## config.mk

```make
export PLATFORM = sky130hd
export DESIGN_NAME = mem_arbiter
export DESIGN_NICKNAME = d
export VERILOG_FILES = /design/src/rtl/cpu_types_pkg.sv /design/src/rtl/mem_arbiter.sv
export SDC_FILE = /design/constraint.sdc
export NUM_CORES = 1
export LEC_CHECK = 0
export CAP_MARGIN = 25
export CORE_ASPECT_RATIO = 0.5
export CORE_MARGIN = 4
export CORE_UTILIZATION = 39
export CTS_BUF_LIST = sky130_fd_sc_hd__clkbuf_4 sky130_fd_sc_hd__clkbuf_8
export CTS_CLUSTER_SIZE = 10
export DETAILED_ROUTE_END_ITERATION = 8
export GPL_TIMING_DRIVEN = 0
export PLACE_DENSITY = 0.9
export RECOVER_POWER = 50
export SLEW_MARGIN = 20
export SYNTH_ARGS = -nofsm -noshare
export SYNTH_HDL_FRONTEND = slang
export SYNTH_SLANG_ARGS = --single-unit
```

## constraint.sdc

```tcl
create_clock -name CLK -period 4.8 [get_ports CLK]
set_clock_uncertainty 0.05 [all_clocks]
set_input_delay 0.72 -clock CLK [delete_from_list [all_inputs] [get_ports CLK]]
set_output_delay 0.72 -clock CLK [all_outputs]
set_load 0.02 [all_outputs]
```

## src/rtl/cpu_types_pkg.sv

```systemverilog
// Shared CPU/memory types: word, RAM handshake state and the memory arbiter state.
package cpu_types_pkg;

    typedef logic [31:0] word_t;

    typedef enum logic [1:0] {
        FREE   = 2'd0,
        BUSY   = 2'd1,
        ACCESS = 2'd2,
        ERROR  = 2'd3
    } ramstate_t;

    typedef enum logic [1:0] {
        IDLE = 2'd0,
        IACC = 2'd1,
        DACC = 2'd2
    } arb_state_t;

    localparam int ARB_IFAIR_DEFAULT = 4;

endpackage

```

## src/rtl/mem_arbiter.sv

```systemverilog
// Shares the single-ported RAM between the icache and dcache paths.
// Data side wins arbitration; dcnt bounds how long a pending ifetch can be starved.
module mem_arbiter
    import cpu_types_pkg::*;
#(
    parameter int IFAIR  = ARB_IFAIR_DEFAULT,
    parameter int WORD_W = 32
) (
    input  logic              CLK,
    input  logic              nRST,
    input  logic              iREN,
    input  logic [WORD_W-1:0] iaddr,
    output logic              iwait,
    output logic [WORD_W-1:0] iload,
    input  logic              dREN,
    input  logic              dWEN,
    input  logic [WORD_W-1:0] daddr,
    input  logic [WORD_W-1:0] dstore,
    output logic              dwait,
    output logic [WORD_W-1:0] dload,
    output logic              ramREN,
    output logic              ramWEN,
    output logic [WORD_W-1:0] ramaddr,
    output logic [WORD_W-1:0] ramstore,
    input  logic [WORD_W-1:0] ramload,
    input  ramstate_t         ramstate
);

    arb_state_t state, nstate;
    logic [3:0] dcnt;
    logic       access;
    logic       dreq;
    logic       ifair_hit;

    assign iload = ramload;
    assign dload = ramload;

    always_comb begin
        access    = (ramstate == ACCESS);
        dreq      = dREN | dWEN;
        ifair_hit = iREN && (dcnt == 4'(IFAIR));
        nstate    = state;
        case (state)
            IDLE: begin
                if (dreq && !ifair_hit) nstate = DACC;
                else if (iREN)          nstate = IACC;
            end
            IACC, DACC: begin
                // ERROR keeps the state so the same access is retried
                if (access) nstate = IDLE;
            end
            default: nstate = IDLE;
        endcase
        iwait = !((state == IACC) && access);
        dwait = !((state == DACC) && access);
    end

    always_ff @(posedge CLK or negedge nRST) begin
        if (!nRST) begin
            state    <= IDLE;
            ramREN   <= 1'b0;
            ramWEN   <= 1'b0;
            ramaddr  <= '0;
            ramstore <= '0;
        end else begin
            state <= nstate;
            case (state)
                IDLE: begin
                    ramREN <= 1'b0;
                    ramWEN <= 1'b0;
                    if (nstate == DACC) begin
                        ramaddr <= daddr;
                        if (dWEN) begin
                            ramWEN   <= 1'b1;
                            ramstore <= dstore;
                        end else begin
                            ramREN <= 1'b1;
                        end
                    end else if (nstate == IACC) begin
                        ramaddr <= iaddr;
                        ramREN  <= 1'b1;
                    end
                end
                default: begin
                    if (access) begin
                        ramREN <= 1'b0;
                        ramWEN <= 1'b0;
                    end
                end
            endcase
        end
    end

    // Counts data grants that overtook a waiting ifetch; only moves in IDLE
    always_ff @(posedge CLK or negedge nRST) begin
        if (!nRST) begin
            dcnt <= '0;
        end else if (state == IDLE) begin
            if (!iREN || nstate == IACC)
                dcnt <= '0;
            else if (nstate == DACC && dcnt < 4'(IFAIR))
                dcnt <= dcnt + 4'd1;
        end
    end

endmodule

```

Word level (Yosys, flattened, before mapping):

Index checks and enable logic that the tools add are counted.

* bits in registers: 72
* input bits: 135
* output and inout port bits: 132
* logic and storage cells: 49

* add/subtract/negate cells: 1
* magnitude comparators: 1
* equality and inequality tests: 6
* mux-type cells: 16
* bitwise operators: 1
* reduce and logical (&&, ||, !) cells: 18

Operators with widths (count)
* $mux W32: 2
* $mux W1: 8
* $mux W4: 2
* $eq A2 B2 Y1 const B: 3
* $mux W2: 3
* $reduce_bool A2 Y1: 3
* $logic_and A1 B1 Y1: 5
* $add A4 B1 Y4 const B: 1
* $eq A2 B1 Y1 const B: 2
* $eq A4 B3 Y1 const B: 1
* $logic_not A1 Y1: 4
* $lt A4 B3 Y1 const B: 1
* $pmux W2 S2: 1
* $reduce_and A2 Y1: 2
* $reduce_and A3 Y1: 1
* $logic_not A2 Y1: 1
* $reduce_or A2 Y1: 1
* $logic_or A1 B1 Y1: 1
* $or A1 B1 Y1: 1

Longest topological paths before layout:

Gate-level depths: netlist of the first run.

* word-level depth: 10
* mapped depth: 11
* gate-level depth less buffers: 9

Worst setup path before layout of the first run:

Ideal clock, no wire load.

* kind: input-to-reg
* start point: input port iREN
* end point: register dcnt[0]
* library setup time: 125 ps
* data arrival time: 2280 ps
* data required time: 4625 ps
* slack: 2346 ps
* stages on the path: 8
* path buffers: 1
* cells stage by stage: and4b_1 a221oi_2 o32a_1 ha_1 buf_6 nor3b_1 o21ai_1 mux2_2

* word-level cells in the longest chain between the ends: 9
* elaborated cells on any way between the ends: 14
* those cells by class: 2 x eq/ne; 4 x mux; 8 x reduce/logical

RTL lines
* from (decl): line mem_arbiter.sv:11 `input logic iREN,`
* $logic_and A1 B1 Y1: line mem_arbiter.sv:41 `ifair_hit = iREN && (dcnt == 4'(IFAIR));`
* $logic_not A1 Y1: line mem_arbiter.sv:45 `if (dreq && !ifair_hit) nstate = DACC;`
* $logic_and A1 B1 Y1: line mem_arbiter.sv:45
* $mux W2: line mem_arbiter.sv:45
* $pmux W2 S2: line mem_arbiter.sv:43 `case (state)`
* $eq A2 B1 Y1 or $eq A2 B2 Y1 (tied branches): line mem_arbiter.sv:99, mem_arbiter.sv:101
* $logic_or A1 B1 Y1 or $logic_and A1 B1 Y1 (tied branches): line mem_arbiter.sv:99, mem_arbiter.sv:101
* $reduce_bool A2 Y1 (no source line)
* $reduce_and A2 Y1 (no source line)
* to (signal assigned): line mem_arbiter.sv:102 `dcnt <= dcnt + 4'd1;`
* to (decl): line mem_arbiter.sv:30 `logic [3:0] dcnt;`

Several ways; a longest one is shown, not always the timed one.
A chain may end at the register's enable or synchronous reset.

Worst setup path after layout of the first run:

* start point: input port iREN
* end point: register ramaddr[12]

* word-level cells in the longest chain between the ends: 8
* elaborated cells on any way between the ends: 11
* those cells by class: 2 x eq/ne; 4 x mux; 5 x reduce/logical

RTL lines
* $logic_and A1 B1 Y1: line mem_arbiter.sv:41
* $logic_not A1 Y1: line mem_arbiter.sv:45
* $logic_and A1 B1 Y1: line mem_arbiter.sv:45
* $mux W2 (*): line mem_arbiter.sv:45
* $pmux W2 S2 (*): line mem_arbiter.sv:43
* $eq A2 B2 Y1 or $eq A2 B1 Y1 (tied branches): line mem_arbiter.sv:71, mem_arbiter.sv:79
* $reduce_bool A2 Y1 (no source line)
* $reduce_and A2 Y1 (no source line)
* to (signal assigned): line mem_arbiter.sv:72 `ramaddr <= daddr;`
* to (signal assigned): line mem_arbiter.sv:80 `ramaddr <= iaddr;`
* to (decl): line mem_arbiter.sv:23 `output logic [WORD_W-1:0] ramaddr,`

Every way passes the cells marked *; elsewhere a longest branch is shown, timed or not.

==> metrics.md, run 1 <==
| Metric | Value |
|---|---|
| Worst Path Max Fanout | `10` |
| Vias in the first global route | `3432` |
| Hold Path Cell Cnt | `2` |
| Worst R2R End | `ramaddr[12]` |
| DIE WIDTH | `148 um` |
| M1 WL | `4070 um` |
| Hold_ws | `426 ps` |
| Max_cap viols | `0` |
| Root buffer cell | `clkbuf_8` |
| GRT Total Usage | `18.4%` |
| Reg2Reg Depth | `11` |
| Residual DRC | `0` |
| Most common cell after layout, fill and taps aside | `clkdlybuf4s50_1` |
| Number of instances in the placed design | `699` |
| Arr. time, crit path | `3200 ps` |
| Vias post-DR | `3191` |
| IO Port Bufs | `234` |
| CP Launch Point | `iREN` |
| Power Dens Cells | `598 nW/um^2` |
| Wire length on met2 | `5750 um` |
| Gr ovfl total | `0` |
| Vias per cell | `4.46` |
| Initial Util | `40.3%` |
| Post-synthesis cell count | `329` |
| Worst R2R Setup Slack | `2020 ps` |
| Final Hold Fails | `0` |
| CP endpoint | `ramaddr[12]` |
| Leading area contributor after synthesis | `dfrtp_1` |
| Hold Buf Count CTS | `0` |
| Critical Path End Type | `flip-flop` |
| Post-CTS resize count | `0` |
| CTS tree | `done` |
| Leak | `0.00309 uW` |
| RSZ-0062 raised after global routing | `no` |
| Clock Latency Late Sink | `340 ps` |
| Die area | `11600 um^2` |
| Drt wl/cell | `15.2 um` |
| WL met3 | `803 um` |
| Final ANT Viol Nets | `0` |
| Maximum VDD drop | `0.225 mV` |
| Multi-input gate area | `1420 um^2` |
| Final core utilization | `69.9%` |
| Site Rows | `25` |
| Area contributors post-synth | `dfrtp_1 47%, buf_4 13%, mux2_4 11%` |
| Worst Max-Slew Pin Slew | `1240 ps` |
| R2R Path Start | `state[1]` |
| N_diodes | `0` |
| Ys Warns | `0` |
| Max-slew violation count | `0` |
| Fmax | `0.328 GHz` |
| Syn Nets | `472` |
| Headroom to the max-slew limit | `17.0%` |
| Hold crit path type | `reg -> reg` |
| IO Pins | `267` |
| First-pass GRT wire length | `17000 um` |
| Longest Clk Path Bufs | `2` |
| Core box area | `9510 um^2` |
| DRT iter0 DRCs | `63` |
| Average size of a mapped cell | `11.7 um^2` |
| Final setup fails | `0` |
| Initial antenna violation count | `0` |
| Register area | `1800 um^2` |
| DRT Pass-1 Iters | `4` |
| Layout net count | `718` |
| CTS Sinks | `72` |
| Clock H-tree levels | `3` |
| Die Y | `78.1 um` |
| CP startpoint kind | `input port` |
| Tcrit/Tclk final | `63.5%` |
| Top routing layer in use | `met4` |
| Synth Cell Area | `3830 um^2` |
| DPL Wire Length | `8800 um` |
| Sequential fraction of the synthesis area | `47.0%` |
| Synth Register Bits | `72` |
| Layout overhead on the synthesized area | `73.4%` |
| Fillers | `715` |
| Synth cell types | `30` |
| CP required | `4960 ps` |
| Final min period | `3050 ps` |
| Status | `finished, final reports clean` |
| Routability cong. | `0.808` |
| Setup TNS | `0 ps` |
| Fin cells | `715` |
| Most frequent cells in the layout | `168 x clkdlybuf4s50_1, 72 x dfrtp_1, 66 x buf_4` |
| Synth top area share | `47.0%` |
| Post-CTS setup buffers | `0` |
| Share of cells above drive strength 1 | `22.2%` |
| Num CTS Buffers | `9` |
| CP Class | `in -> reg` |
| Post-Route WL | `10800 um` |
| Reg clk slew, reported paths | `80 ps` |
| Largest net degree at the start of global routing | `52` |
## sequential cells by signal, summed over array words and instances, names as in the netlist
register / cells
ramaddr: 32
ramstore: 32
state: 2
ramREN: 1
dcnt: 4
ramWEN: 1
## worst max-delay path, cell delays in order
cell           delay [ps]
dlygate4sd3_1         580
and4b_1               250
a221oi_1              390
o32a_1                230
ha_1                  220
buf_6                 170
buf_4                 230
mux2i_1               260
o21ai_0               120
## Yosys cell counts, drive strengths merged
master	instances
buf	76
dfrtp	72
nand2	38
o21ai	36
mux2	33
mux2i	32
ha	8
inv	6
nand2b	4
clkbuf	3
nor2b	3
a21oi	2
nor2	2
nor3b	2
a221oi	1
a22o	1
a31o	1
a31oi	1
a41oi	1
and4	1
and4b	1
nand3	1
nor4	1
o22ai	1
o32a	1
o32ai	1
## per-stage QoR
stage	power [uW]	worst slack [ps]	area [um^2]
6_report	3970	1750	6650
5_1_grt	4230	1560	6650
4_1_cts	4140	1880	6660
3_5_place_dp	3440	1550	6370
3_3_place_gp	3370	474	6340
2_1_floorplan	2470	2350	3830
## cells by family after synthesis
logic type	share of synthesized area [%]
buffers and inverters	15.9
AND/OR/NAND/NOR	6.72
multiplexers	20.9
adder cells (fa/ha/maj)	2.61
flip-flops	47.0
AO/OA/AOI/OAI	6.85
## layer usage
| layer | vias up | global-route usage [%] |
|---|---|---|
| met5 | - | 0 |
| met4 | 0 | 6.36 |
| met3 | 23 | 5.82 |
| met2 | 127 | 33.9 |
| met1 | 1496 | 20.2 |
| li1 | 1545 | - |
## report_power, final
| group | leakage, uW | switching (uW) | internal, uW |
|---|---|---|---|
| clock | 0.000144 | 227 | 456 |
| sequential | 0.000882 | 149 | 909 |
| combinational | 0.00206 | 1130 | 1110 |
| total | 0.00309 | 1500 | 2470 |
## how the worst min path moves through the flow
stage / endpoint / slack [ps] / start
6_report: ramaddr[3] / 430 / ramaddr[3]
5_1_grt: ramaddr[21] / 460 / ramaddr[21]
4_1_cts: ramstore[26] / 200 / nRST
3_5_place_dp: ramaddr[19] / 420 / ramaddr[19]
3_3_place_gp: ramaddr[28] / 410 / ramaddr[28]
2_1_floorplan: dcnt[0] / 370 / nRST
## cell type report
type	count	area share, %
well taps	135	2.54
repair buffers	235	35.6
flip-flops and latches	72	27.1
multi-input cells	172	21.3
clock buffers	10	1.98
inverters	6	0.339
plain buffers	79	8.85
clock inverters	6	2.33
Note: power is estimated with default switching activity, not from simulation.
==> inputs of run 2 (changes only) <==
--- a/config.mk
+++ b/config.mk
@@ -8,12 +8,12 @@
 export CAP_MARGIN = 25
 export CORE_ASPECT_RATIO = 0.5
 export CORE_MARGIN = 4
-export CORE_UTILIZATION = 39
+export CORE_UTILIZATION = 33
 export CTS_BUF_LIST = sky130_fd_sc_hd__clkbuf_4 sky130_fd_sc_hd__clkbuf_8
 export CTS_CLUSTER_SIZE = 10
 export DETAILED_ROUTE_END_ITERATION = 8
 export GPL_TIMING_DRIVEN = 0
-export PLACE_DENSITY = 0.9
+export PLACE_DENSITY = 0.81
 export RECOVER_POWER = 50
 export SLEW_MARGIN = 20
 export SYNTH_ARGS = -nofsm -noshare
==> constraint.sdc (replaced) <==
create_clock -name CLK -period 2.8 [get_ports CLK]
set_clock_uncertainty 0.05 [all_clocks]
set_input_delay 0.42 -clock CLK [delete_from_list [all_inputs] [get_ports CLK]]
set_output_delay 0.42 -clock CLK [all_outputs]
set_load 0.02 [all_outputs]
==> metrics.md, run 2 (synthesized netlist as in run 1, its figures left out) <==
| Metric | Value |
|---|---|
| Headroom to the max-slew limit | `-9.84%` |
| Final min period | `2630 ps` |
| Layout overhead on the synthesized area | `73.2%` |
| Initial Util | `34.3%` |
| Layout net count | `719` |
| Critical Path End Type | `flip-flop` |
| R2R Path Start | `state[1]` |
| DRT iter0 DRCs | `93` |
| Failing checks | `capacitance limit, slew limit` |
| Registers with the most flip-flops | `ramaddr: 32 flops, ramstore: 32 flops, dcnt: 4 flops` |
| Longest Clk Path Bufs | `2` |
| IO Port Bufs | `234` |
| Site Rows | `27` |
| Worst R2R Setup Slack | `230 ps` |
| Vias per cell | `4.35` |
| Power Dens Cells | `1020 nW/um^2` |
| Clock H-tree levels | `3` |
| Routability cong. | `0.767` |
| Arr. time, crit path | `2810 ps` |
| Max-slew violation count | `28` |
| Worst R2R End | `ramaddr[11]` |
| Top Family by Delay on Critical Path | `buffers and inverters` |
| GRT Total Usage | `17.1%` |
| DRT Pass-1 Iters | `4` |
| Hold_ws | `431 ps` |
| Hold crit path type | `reg -> reg` |
| Die area | `13500 um^2` |
| Fmax | `0.381 GHz` |
| Num CTS Buffers | `9` |
| Share of cells above drive strength 1 | `23.1%` |
| N_diodes | `0` |
| CTS Sinks | `72` |
| DPL Wire Length | `9430 um` |
| First-pass GRT wire length | `18600 um` |
| Hold Path Cell Cnt | `2` |
| DIE WIDTH | `160 um` |
| Fillers | `945` |
| Stages on the worst setup path | `9` |
| Gr ovfl total | `0` |
| Drt wl/cell | `15.8 um` |
| Largest net degree at the start of global routing | `46` |
| CP startpoint kind | `input port` |
| Slowest CP cell | `dlygate4sd3_1` |
| IO Pins | `267` |
| Worst Path Max Fanout | `10` |
| Clock Latency Late Sink | `350 ps` |
| Worst Max-Slew Pin Slew | `1650 ps` |
| Residual DRC | `0` |
| Max_cap viols | `1` |
| Maximum VDD drop | `0.380 mV` |
| End of the worst hold path | `ramaddr[23]` |
| Crit path buffers/inverters | `3` |
| Root buffer cell | `clkbuf_8` |
| Critical path, cell by cell | `dlygate4sd3_1 -> and4b_1 -> a221oi_2 -> o32a_1 -> ha_1 -> buf_6 -> buf_4 -> mux2i_1 -> o21ai_1` |
| Tcrit/Tclk final | `93.8%` |
| Final setup fails | `0` |
| Die Y | `84.2 um` |
| CTS tree | `done` |
| CP required | `2980 ps` |
| Delay of the slowest critical-path stage | `600 ps` |
| Vias in the first global route | `3535` |
| Reg2Reg Depth | `10` |
| Most common cell after layout, fill and taps aside | `clkdlybuf4s50_1` |
| Hold Crit Start | `ramaddr[23]` |
| Final ANT Viol Nets | `0` |
| Final Hold Fails | `0` |
| CP Class | `in -> reg` |
| RSZ-0062 raised after global routing | `no` |
| Vias post-DR | `3220` |
| Leak | `0.00303 uW` |
| Final Total Pwr | `6800 uW` |
| Post-Route WL | `11700 um` |
| Status | `finished, violations left` |
| Most frequent cells in the layout | `168 x clkdlybuf4s50_1, 72 x dfrtp_1, 66 x buf_4, 66 x dlygate4sd3_1, 38 x nand2_1` |
| Initial antenna violation count | `0` |
| Core box area | `11200 um^2` |
| Reg clk slew, reported paths | `80 ps` |
## run 2: cell count changes in the layout (fill, tap and decap cells not counted), sizes merged
| cell | change |
|---|---|
| buf | -1 |
| bufinv | -3 |
| clkinv | -1 |
| clkinvlp | +2 |
| dlygate4sd3 | +1 |
| inv | +3 |
## run 2: final cells by class
cell class              instances  area (um^2)  share of cell area (%)
inverters                       6         22.5                   0.339
clock inverters                 7          101                    1.53
flip-flops and latches         72         1800                    27.1
clock buffers                   9          124                    1.87
repair buffers                236         2370                    35.7
plain buffers                  79          594                    8.95
multi-input cells             172         1420                    21.4
well taps                     159          199                    3.00
## run 2: through the flow
step | cells | util, % | worst slack [ps] | instance area, um^2 | setup TNS, ps
floorplan | 329 | - | 433 | 3830 | 0
global placement | 722 | 57.0 | -1350 | 6370 | -99130
detailed placement | 723 | 57.2 | -188 | 6400 | -2810
CTS | 740 | 59.4 | 14.6 | 6640 | 0
global route | 740 | 59.4 | 23.1 | 6640 | 0
finish | 740 | 59.4 | 172 | 6640 | 0
## run 2: metal layers
metal	routed length, um	vias up	part of all wire [%]	GRT usage, %
li1	-	1546	-	-
met1	4500	1544	39	19.0
met5	0	-	0	0
met2	6290	116	54	32.3
met3	757	14	6.5	5.10
met4	140	0	1.2	4.22
## run 2: repair_timing
item | 4_1_cts | 5_1_grt
hold buffers | 1 | 0
resized for setup | 2 | 5
endpoints found under the setup margin | 8 | 32
setup buffers | 0 | 0
hold endpoints to repair | 27 | 0
## run 2: worst max path at each step
stage,startpoint,to,slack (ps)
after global routing,state[1],ramaddr[8],20
after global placement,nRST,ramaddr[26],-1350
after CTS,state[1],ramaddr[16],10
after detailed placement,iREN,ramaddr[11],-190
after floorplan,state[1],ramaddr[11],430
final,iREN,ramaddr[18],170
## run 2: worst min-delay path, stage by stage (launching register included)
cell and delay (ps):
dfrtp_1 340, nand2_1 40, o21ai_0 60
## run 2: power by group
part | total (uW) | internal, uW | switching [uW]
clock network | 942 | 511 | 431
logic | 4020 | 2060 | 1960
registers | 1840 | 1560 | 280
